$ cat src/rtl/axi_regfile_pkg.sv
// Shared constants, write-FSM state type and register-mode helper for the
// parametrised AXI4-Lite register file.
package axi_regfile_pkg;

    localparam logic [1:0] RESP_OKAY   = 2'b00;
    localparam logic [1:0] RESP_SLVERR = 2'b10;

    // Widest read-only mask the helper understands; C_NUM_REGS must not exceed it.
    localparam int MAX_REGS  = 64;
    localparam int MAX_IDX_W = 6;

    typedef enum logic [1:0] {
        WR_IDLE,
        WR_COMMIT,
        WR_RESP
    } wr_state_e;

    function automatic logic reg_is_ro(input logic [MAX_REGS-1:0] mask,
                                       input logic [31:0]         idx);
        return (idx < MAX_REGS) ? mask[idx[MAX_IDX_W-1:0]] : 1'b0;
    endfunction

endpackage

$ cat src/rtl/axi_regfile_wr_ch.sv
// AXI4-Lite write channel: independent AW/W capture buffers, a one-cycle
// commit and the B handshake. Emits a single-cycle write request to the array.
module axi_regfile_wr_ch
    import axi_regfile_pkg::*;
#(
    parameter int                  ADDR_IDX_W = 4,
    parameter int                  NUM_REGS   = 16,
    parameter logic [MAX_REGS-1:0] RO_MASK    = '0
) (
    input  logic                  clk_i,
    input  logic                  rst_i,
    input  logic [ADDR_IDX_W-1:0] awidx_i,
    input  logic                  awvalid_i,
    output logic                  awready_o,
    input  logic [31:0]           wdata_i,
    input  logic [3:0]            wstrb_i,
    input  logic                  wvalid_i,
    output logic                  wready_o,
    output logic [1:0]            bresp_o,
    output logic                  bvalid_o,
    input  logic                  bready_i,
    output logic                  wr_en_o,
    output logic [ADDR_IDX_W-1:0] wr_idx_o,
    output logic [31:0]           wr_data_o,
    output logic [3:0]            wr_strb_o
);

    wr_state_e             state_q;
    logic                  awready_q, wready_q;
    logic                  aw_full_q, w_full_q;
    logic                  bvalid_q;
    logic [1:0]            bresp_q;
    logic [ADDR_IDX_W-1:0] aw_idx_q;
    logic [31:0]           wdata_q;
    logic [3:0]            wstrb_q;

    logic aw_hs, w_hs, aw_full_d, w_full_d, access_err;

    assign aw_hs     = awready_q & awvalid_i;
    assign w_hs      = wready_q & wvalid_i;
    assign aw_full_d = aw_full_q | aw_hs;
    assign w_full_d  = w_full_q | w_hs;

    // Out-of-range and read-only targets are refused without touching the array.
    assign access_err = (32'(aw_idx_q) >= NUM_REGS) || reg_is_ro(RO_MASK, 32'(aw_idx_q));

    // NOTE: every register here is written with <= so all of them update
    // together from the values that held before the edge; = would make later
    // lines in the block see already-updated state and break the FSM timing.
    always_ff @(posedge clk_i) begin
        if (rst_i) begin
            state_q   <= WR_IDLE;
            awready_q <= 1'b0;
            wready_q  <= 1'b0;
            aw_full_q <= 1'b0;
            w_full_q  <= 1'b0;
            bvalid_q  <= 1'b0;
            bresp_q   <= RESP_OKAY;
            aw_idx_q  <= '0;
            wdata_q   <= '0;
            wstrb_q   <= '0;
        end else begin
            case (state_q)
                WR_IDLE: begin
                    if (aw_hs) aw_idx_q <= awidx_i;
                    if (w_hs) begin
                        wdata_q <= wdata_i;
                        wstrb_q <= wstrb_i;
                    end
                    aw_full_q <= aw_full_d;
                    w_full_q  <= w_full_d;
                    awready_q <= ~aw_full_d;
                    wready_q  <= ~w_full_d;
                    if (aw_full_d && w_full_d) state_q <= WR_COMMIT;
                end
                WR_COMMIT: begin
                    aw_full_q <= 1'b0;
                    w_full_q  <= 1'b0;
                    bvalid_q  <= 1'b1;
                    bresp_q   <= access_err ? RESP_SLVERR : RESP_OKAY;
                    state_q   <= WR_RESP;
                end
                WR_RESP: begin
                    if (bready_i) begin
                        bvalid_q  <= 1'b0;
                        awready_q <= 1'b1;
                        wready_q  <= 1'b1;
                        state_q   <= WR_IDLE;
                    end
                end
                default: state_q <= WR_IDLE;
            endcase
        end
    end

    assign awready_o = awready_q;
    assign wready_o  = wready_q;
    assign bvalid_o  = bvalid_q;
    assign bresp_o   = bresp_q;
    assign wr_en_o   = (state_q == WR_COMMIT) && !access_err;
    assign wr_idx_o  = aw_idx_q;
    assign wr_data_o = wdata_q;
    assign wr_strb_o = wstrb_q;

endmodule

$ cat src/rtl/axi_regfile_v2.sv
// Parametrised AXI4-Lite register file: C_NUM_REGS control words out to fabric,
// read-only status words back to the host, byte enables and per-register strobes.
module axi_regfile_v2
    import axi_regfile_pkg::*;
#(
    parameter int                       C_S_AXI_DATA_WIDTH = 32,
    parameter int                       C_S_AXI_ADDR_WIDTH = 6,
    parameter int                       C_NUM_REGS         = 16,
    parameter logic [C_NUM_REGS-1:0]    C_RO_MASK          = '0,
    parameter logic [C_NUM_REGS*32-1:0] C_RST_VAL          = '0
) (
    input  logic                            S_AXI_ACLK,
    input  logic                            S_AXI_ARESET,
    input  logic [C_S_AXI_ADDR_WIDTH-1:0]   S_AXI_AWADDR,
    input  logic [2:0]                      S_AXI_AWPROT,
    input  logic                            S_AXI_AWVALID,
    output logic                            S_AXI_AWREADY,
    input  logic [C_S_AXI_DATA_WIDTH-1:0]   S_AXI_WDATA,
    input  logic [C_S_AXI_DATA_WIDTH/8-1:0] S_AXI_WSTRB,
    input  logic                            S_AXI_WVALID,
    output logic                            S_AXI_WREADY,
    output logic [1:0]                      S_AXI_BRESP,
    output logic                            S_AXI_BVALID,
    input  logic                            S_AXI_BREADY,
    input  logic [C_S_AXI_ADDR_WIDTH-1:0]   S_AXI_ARADDR,
    input  logic [2:0]                      S_AXI_ARPROT,
    input  logic                            S_AXI_ARVALID,
    output logic                            S_AXI_ARREADY,
    output logic [C_S_AXI_DATA_WIDTH-1:0]   S_AXI_RDATA,
    output logic [1:0]                      S_AXI_RRESP,
    output logic                            S_AXI_RVALID,
    input  logic                            S_AXI_RREADY,
    output logic [C_NUM_REGS*32-1:0]        reg_out,
    input  logic [C_NUM_REGS*32-1:0]        reg_in,
    output logic [C_NUM_REGS-1:0]           reg_wr_stb,
    output logic [C_NUM_REGS-1:0]           reg_rd_stb
);

    localparam int                  IDX_W       = C_S_AXI_ADDR_WIDTH - 2;
    localparam logic [MAX_REGS-1:0] RO_MASK_EXT = MAX_REGS'(C_RO_MASK);

    logic             wr_en;
    logic [IDX_W-1:0] wr_idx;
    logic [31:0]      wr_data;
    logic [3:0]       wr_strb;

    axi_regfile_wr_ch #(
        .ADDR_IDX_W (IDX_W),
        .NUM_REGS   (C_NUM_REGS),
        .RO_MASK    (RO_MASK_EXT)
    ) u_wr_ch (
        .clk_i     (S_AXI_ACLK),
        .rst_i     (S_AXI_ARESET),
        .awidx_i   (S_AXI_AWADDR[C_S_AXI_ADDR_WIDTH-1:2]),
        .awvalid_i (S_AXI_AWVALID),
        .awready_o (S_AXI_AWREADY),
        .wdata_i   (S_AXI_WDATA),
        .wstrb_i   (S_AXI_WSTRB),
        .wvalid_i  (S_AXI_WVALID),
        .wready_o  (S_AXI_WREADY),
        .bresp_o   (S_AXI_BRESP),
        .bvalid_o  (S_AXI_BVALID),
        .bready_i  (S_AXI_BREADY),
        .wr_en_o   (wr_en),
        .wr_idx_o  (wr_idx),
        .wr_data_o (wr_data),
        .wr_strb_o (wr_strb)
    );

    logic [C_NUM_REGS*32-1:0] reg_q;
    logic [C_NUM_REGS-1:0]    wr_stb_q;
    logic [C_NUM_REGS-1:0]    wr_sel;

    // NOTE: every signal assigned in an always_comb gets a default on the first
    // line; a path that leaves it unassigned would otherwise infer a latch.
    always_comb begin
        wr_sel = '0;
        for (int i = 0; i < C_NUM_REGS; i++) begin
            wr_sel[i] = wr_en && (wr_idx == IDX_W'(i));
        end
    end

    // NOTE: these are individual control flops that fabric relies on from the
    // first cycle, so they take C_RST_VAL; a RAM-style array would not be reset.
    always_ff @(posedge S_AXI_ACLK) begin
        if (S_AXI_ARESET) begin
            reg_q    <= C_RST_VAL;
            wr_stb_q <= '0;
        end else begin
            wr_stb_q <= wr_sel;
            for (int i = 0; i < C_NUM_REGS; i++) begin
                for (int b = 0; b < 4; b++) begin
                    if (wr_sel[i] && wr_strb[b]) reg_q[32*i+8*b +: 8] <= wr_data[8*b +: 8];
                end
            end
        end
    end

    logic [IDX_W-1:0]              ar_idx;
    logic                          ar_hs, ar_in_range;
    logic [31:0]                   rd_word;
    logic                          arready_q, rvalid_q;
    logic [1:0]                    rresp_q;
    logic [C_S_AXI_DATA_WIDTH-1:0] rdata_q;

    assign ar_idx      = S_AXI_ARADDR[C_S_AXI_ADDR_WIDTH-1:2];
    assign ar_hs       = arready_q & S_AXI_ARVALID;
    assign ar_in_range = 32'(ar_idx) < C_NUM_REGS;

    // Out-of-range indices match no entry and fall through to zero.
    always_comb begin
        rd_word    = '0;
        reg_rd_stb = '0;
        for (int i = 0; i < C_NUM_REGS; i++) begin
            if (ar_idx == IDX_W'(i)) begin
                rd_word       = reg_is_ro(RO_MASK_EXT, i) ? reg_in[32*i +: 32] : reg_q[32*i +: 32];
                reg_rd_stb[i] = ar_hs;
            end
        end
    end

    always_ff @(posedge S_AXI_ACLK) begin
        if (S_AXI_ARESET) begin
            arready_q <= 1'b0;
            rvalid_q  <= 1'b0;
            rresp_q   <= RESP_OKAY;
            rdata_q   <= '0;
        end else if (ar_hs) begin
            arready_q <= 1'b0;
            rvalid_q  <= 1'b1;
            rdata_q   <= rd_word;
            rresp_q   <= ar_in_range ? RESP_OKAY : RESP_SLVERR;
        end else if (rvalid_q) begin
            if (S_AXI_RREADY) begin
                rvalid_q  <= 1'b0;
                arready_q <= 1'b1;
            end
        end else begin
            arready_q <= 1'b1;
        end
    end

    assign S_AXI_ARREADY = arready_q;
    assign S_AXI_RVALID  = rvalid_q;
    assign S_AXI_RRESP   = rresp_q;
    assign S_AXI_RDATA   = rdata_q;
    assign reg_out       = reg_q;
    assign reg_wr_stb    = wr_stb_q;

    logic unused_ok;
    assign unused_ok = ^{S_AXI_AWPROT, S_AXI_ARPROT, S_AXI_AWADDR[1:0], S_AXI_ARADDR[1:0], reg_in};

endmodule

$ cat config.mk
export PLATFORM = sky130hd
export DESIGN_NAME = axi_regfile_v2
export DESIGN_NICKNAME = d
export VERILOG_FILES = /design/src/rtl/axi_regfile_pkg.sv /design/src/rtl/axi_regfile_wr_ch.sv /design/src/rtl/axi_regfile_v2.sv
export SDC_FILE = /design/constraint.sdc
export NUM_CORES = 1
export LEC_CHECK = 0
export ABC_AREA = 1
export CORE_AREA = 2 2 456 458
export CTS_CLUSTER_DIAMETER = 150
export CTS_CLUSTER_SIZE = 30
export DETAILED_ROUTE_END_ITERATION = 8
export DIE_AREA = 0 0 458 460
export REMOVE_ABC_BUFFERS = 1
export SLEW_MARGIN = 20
export SYNTH_ARGS = -nofsm -noshare
export SYNTH_HDL_FRONTEND = slang
export SYNTH_SLANG_ARGS = --single-unit
export TNS_END_PERCENT = 20
$ cat constraint.sdc
create_clock -name S_AXI_ACLK -period 3.3 [get_ports S_AXI_ACLK]
set_input_delay 0.99 -clock S_AXI_ACLK [delete_from_list [all_inputs] [get_ports S_AXI_ACLK]]
set_output_delay 0.99 -clock S_AXI_ACLK [all_outputs]
set_load 0.05 [all_outputs]
==> out/results.ini <==
[worst_setup_path]
crit_path_max_incr_delay_ns=0.47
timing.rr.end=reg_out[510]
cp-end-kind=output pin
crit_chain=clkdlybuf4s50_1, nand2_2, buf_12, nor3_2, buf_4, buf_12
r2r-start=u_wr_ch.wr_idx_o[3]
worstSetupEndpoint=reg_rd_stb[5]
crit_type=in2out
crit_family=buffers and inverters
r2r_slack_ns=0.49
required_ns=2.31
start_kind=input pin
cpMostUsedCell=buf_12
cp_slowest_cell=clkdlybuf4s50_1
cp.arrival_ns=2.31
worstPathMaxFanout=17
crit_start=S_AXI_ARVALID
cp.depth=6
worstRegToRegCells=5
path_buf_inv=4

[placement]
place.gp.congestion=0.891
postPlaceCellArea_um2=36000
portBuffers=631
pre_cts_ws_ns=-0.707
hpwl_um=141000
placedCellCount=6890

[global_routing]
top_usage_layer=met2
gr-usage-met2_pct=24.2
grtUsageTotal_pct=16.2
use_met1_pct=21.9
overflow=0
antenna_found_initial=29
grt_pass1_vias=26400
grt_first_pass_wirelength_um=235000
use_met3_pct=4.85
grt_start_max_net_pins=120

[sta]
finalHoldViolations=0
fin_crit_ns=3.30
tightest_slew_ns=1.18
relSlewSlack_pct=21.2
rsz0062_at_grt=yes
fmax_ghz=0.303
fin_worst_hold_slack_ns=0.464
fin_crit_sh_pct=99.9
final_max_slew_viol_count=0
setup-tns-final_ns=0
setup_viol=0
finClkSkew_ns=0.0539
worst_slack_ns=0.00463

[clock_network]
clock_sinks=609
cts-htree-levels=1
cts_tree=yes
cts_max_path_buffers=3
cts-root-buf=clkbuf_16
clk_latency_ns=0.72
cts_buffers=29
clk_pin_slew_worst_paths_ns=0.12

[pwr]
p_leak_nw=13.0
power_mw=13.6
ir_drop_uv=451
p_per_area_nw_per_um2=367

[routing]
routed_via_density=4.10
avgRoutedWirePerCell_um=25.8
drtPass1Iterations=6
dr_total_vias=28500
post-route-drc-count=0
ant_nets=0
drt_iter0_markers=3336
wl_um=179000

[synthesis]
yosysUniqueCellTypes=25
syn-cell-area_um2=25100
synth.avg_cell_area_um2=6.99
ys_seq_area_share_pct=48.5
synthCells=3597
yosys_register_bits=609
synth-main-ff-cell=dfxtp_1
synth-warning-count=0
synth_edf_count=0
synthArstFlopShare_pct=0

[floorplan]
initial_core_util_pct=12.2
ioPinCount=1158
core_um2=206000
fp.dieH_um=460
die_w_um=458
die-area_um2=211000
row_count=167

[cells_and_area]
layout_commonest_cell=nand2_1
post-route-cell-area_um2=37100
area_growth_pct=47.5
final_cells=6942
nets=4792
mostFrequentLayoutCells=nand2_1, dfxtp_1, nor2_1, clkdlybuf4s50_1, a21oi_1
final_util_pct=18.0
drive_gt1_share_pct=8.68

[hold_path]
worst_hold_path_type=reg2reg

[run_status]
status=completed

[run]
drv_cap=0

## worst min-delay path: stages, from the launching register on
cell	delay, ns
dfxtp_1	0.33
nand2_1	0.06
nand2_1	0.05
## flip-flops by register name (all words and copies together), names as in the netlist, 2 cells and up
register           count
u_wr_ch.state_q        2
S_AXI_RDATA           32
u_wr_ch.wr_idx_o       4
reg_wr_stb            16
u_wr_ch.wr_data_o     32
u_wr_ch.wr_strb_o      4
reg_out              512
## cell families (layout without fill, tap and decap cells)
| logic type | after synthesis | count (layout) | synth area share (%) |
|---|---|---|---|
| simple gates | 1627 | 1627 | 26.6 |
| compound gates | 869 | 869 | 17.3 |
| flops | 609 | 609 | 48.5 |
| buf+inv | 491 | 1121 | 7.59 |
| other cells | 1 | 12 | 0.0149 |
## timing repair
| item | 4_1_cts | 5_1_grt |
|---|---|---|
| pin swaps | 3 | 3 |
| hold buffers | 0 | 0 |
| setup endpoints to repair | 17 | 9 |
| buffers inserted | 2 | 0 |
| resized for setup | 26 | 12 |
## synth_stat cells, types with 6 or more instances
cell      instances  area, um2
o21ai_1          10       50.1
a21oi_1         454       2270
nand3_1         237       1190
buf_4             6       45.0
nand4_1          78        488
inv_2            18       67.6
nor2_1          599       2250
inv_1           234        878
nand2_1         678       2540
dfxtp_1         609      12200
buf_2            35        175
clkbuf_1        188        706
nor2_2           12       75.1
o21ai_0         401       2010
nor3_1           17       85.1
## final cells by class
| type | instances | area (um2) |
|---|---|---|
| multi-input combinational | 2500 | 11300 |
| sequential | 609 | 12200 |
| inverter | 257 | 977 |
| timing repair buffer | 822 | 8270 |
| clock inverter | 12 | 214 |
| clock buffer | 30 | 739 |
| fill | 23200 | 169000 |
| antenna | 8 | 20.0 |
| tap | 2704 | 3380 |
## report_power, final
| part | switching, mW | internal, mW | total, mW |
|---|---|---|---|
| registers | 0.320 | 7.42 | 7.74 |
| clock network | 2.94 | 1.74 | 4.68 |
| logic | 0.855 | 0.329 | 1.18 |
## routing by layer
layer / vias to the layer above / part of all wire, %
met5: - / 0
met4: 0 / 4.3
met3: 259 / 10
met2: 1699 / 41
met1: 13600 / 44
li1: 13000 / -
## worst min-delay path by stage
stage                          start               end  cells past startpoint
finish                S_AXI_RDATA[1]    S_AXI_RDATA[1]                      2
global route          S_AXI_RDATA[1]    S_AXI_RDATA[1]                      2
CTS                   S_AXI_RDATA[1]    S_AXI_RDATA[1]                      2
global placement     S_AXI_RDATA[22]   S_AXI_RDATA[22]                      2
detailed placement    S_AXI_RDATA[1]    S_AXI_RDATA[1]                      2
floorplan           u_wr_ch.w_full_q  u_wr_ch.w_full_q                      2
No activity file was read; power rests on OpenSTA's default activity.
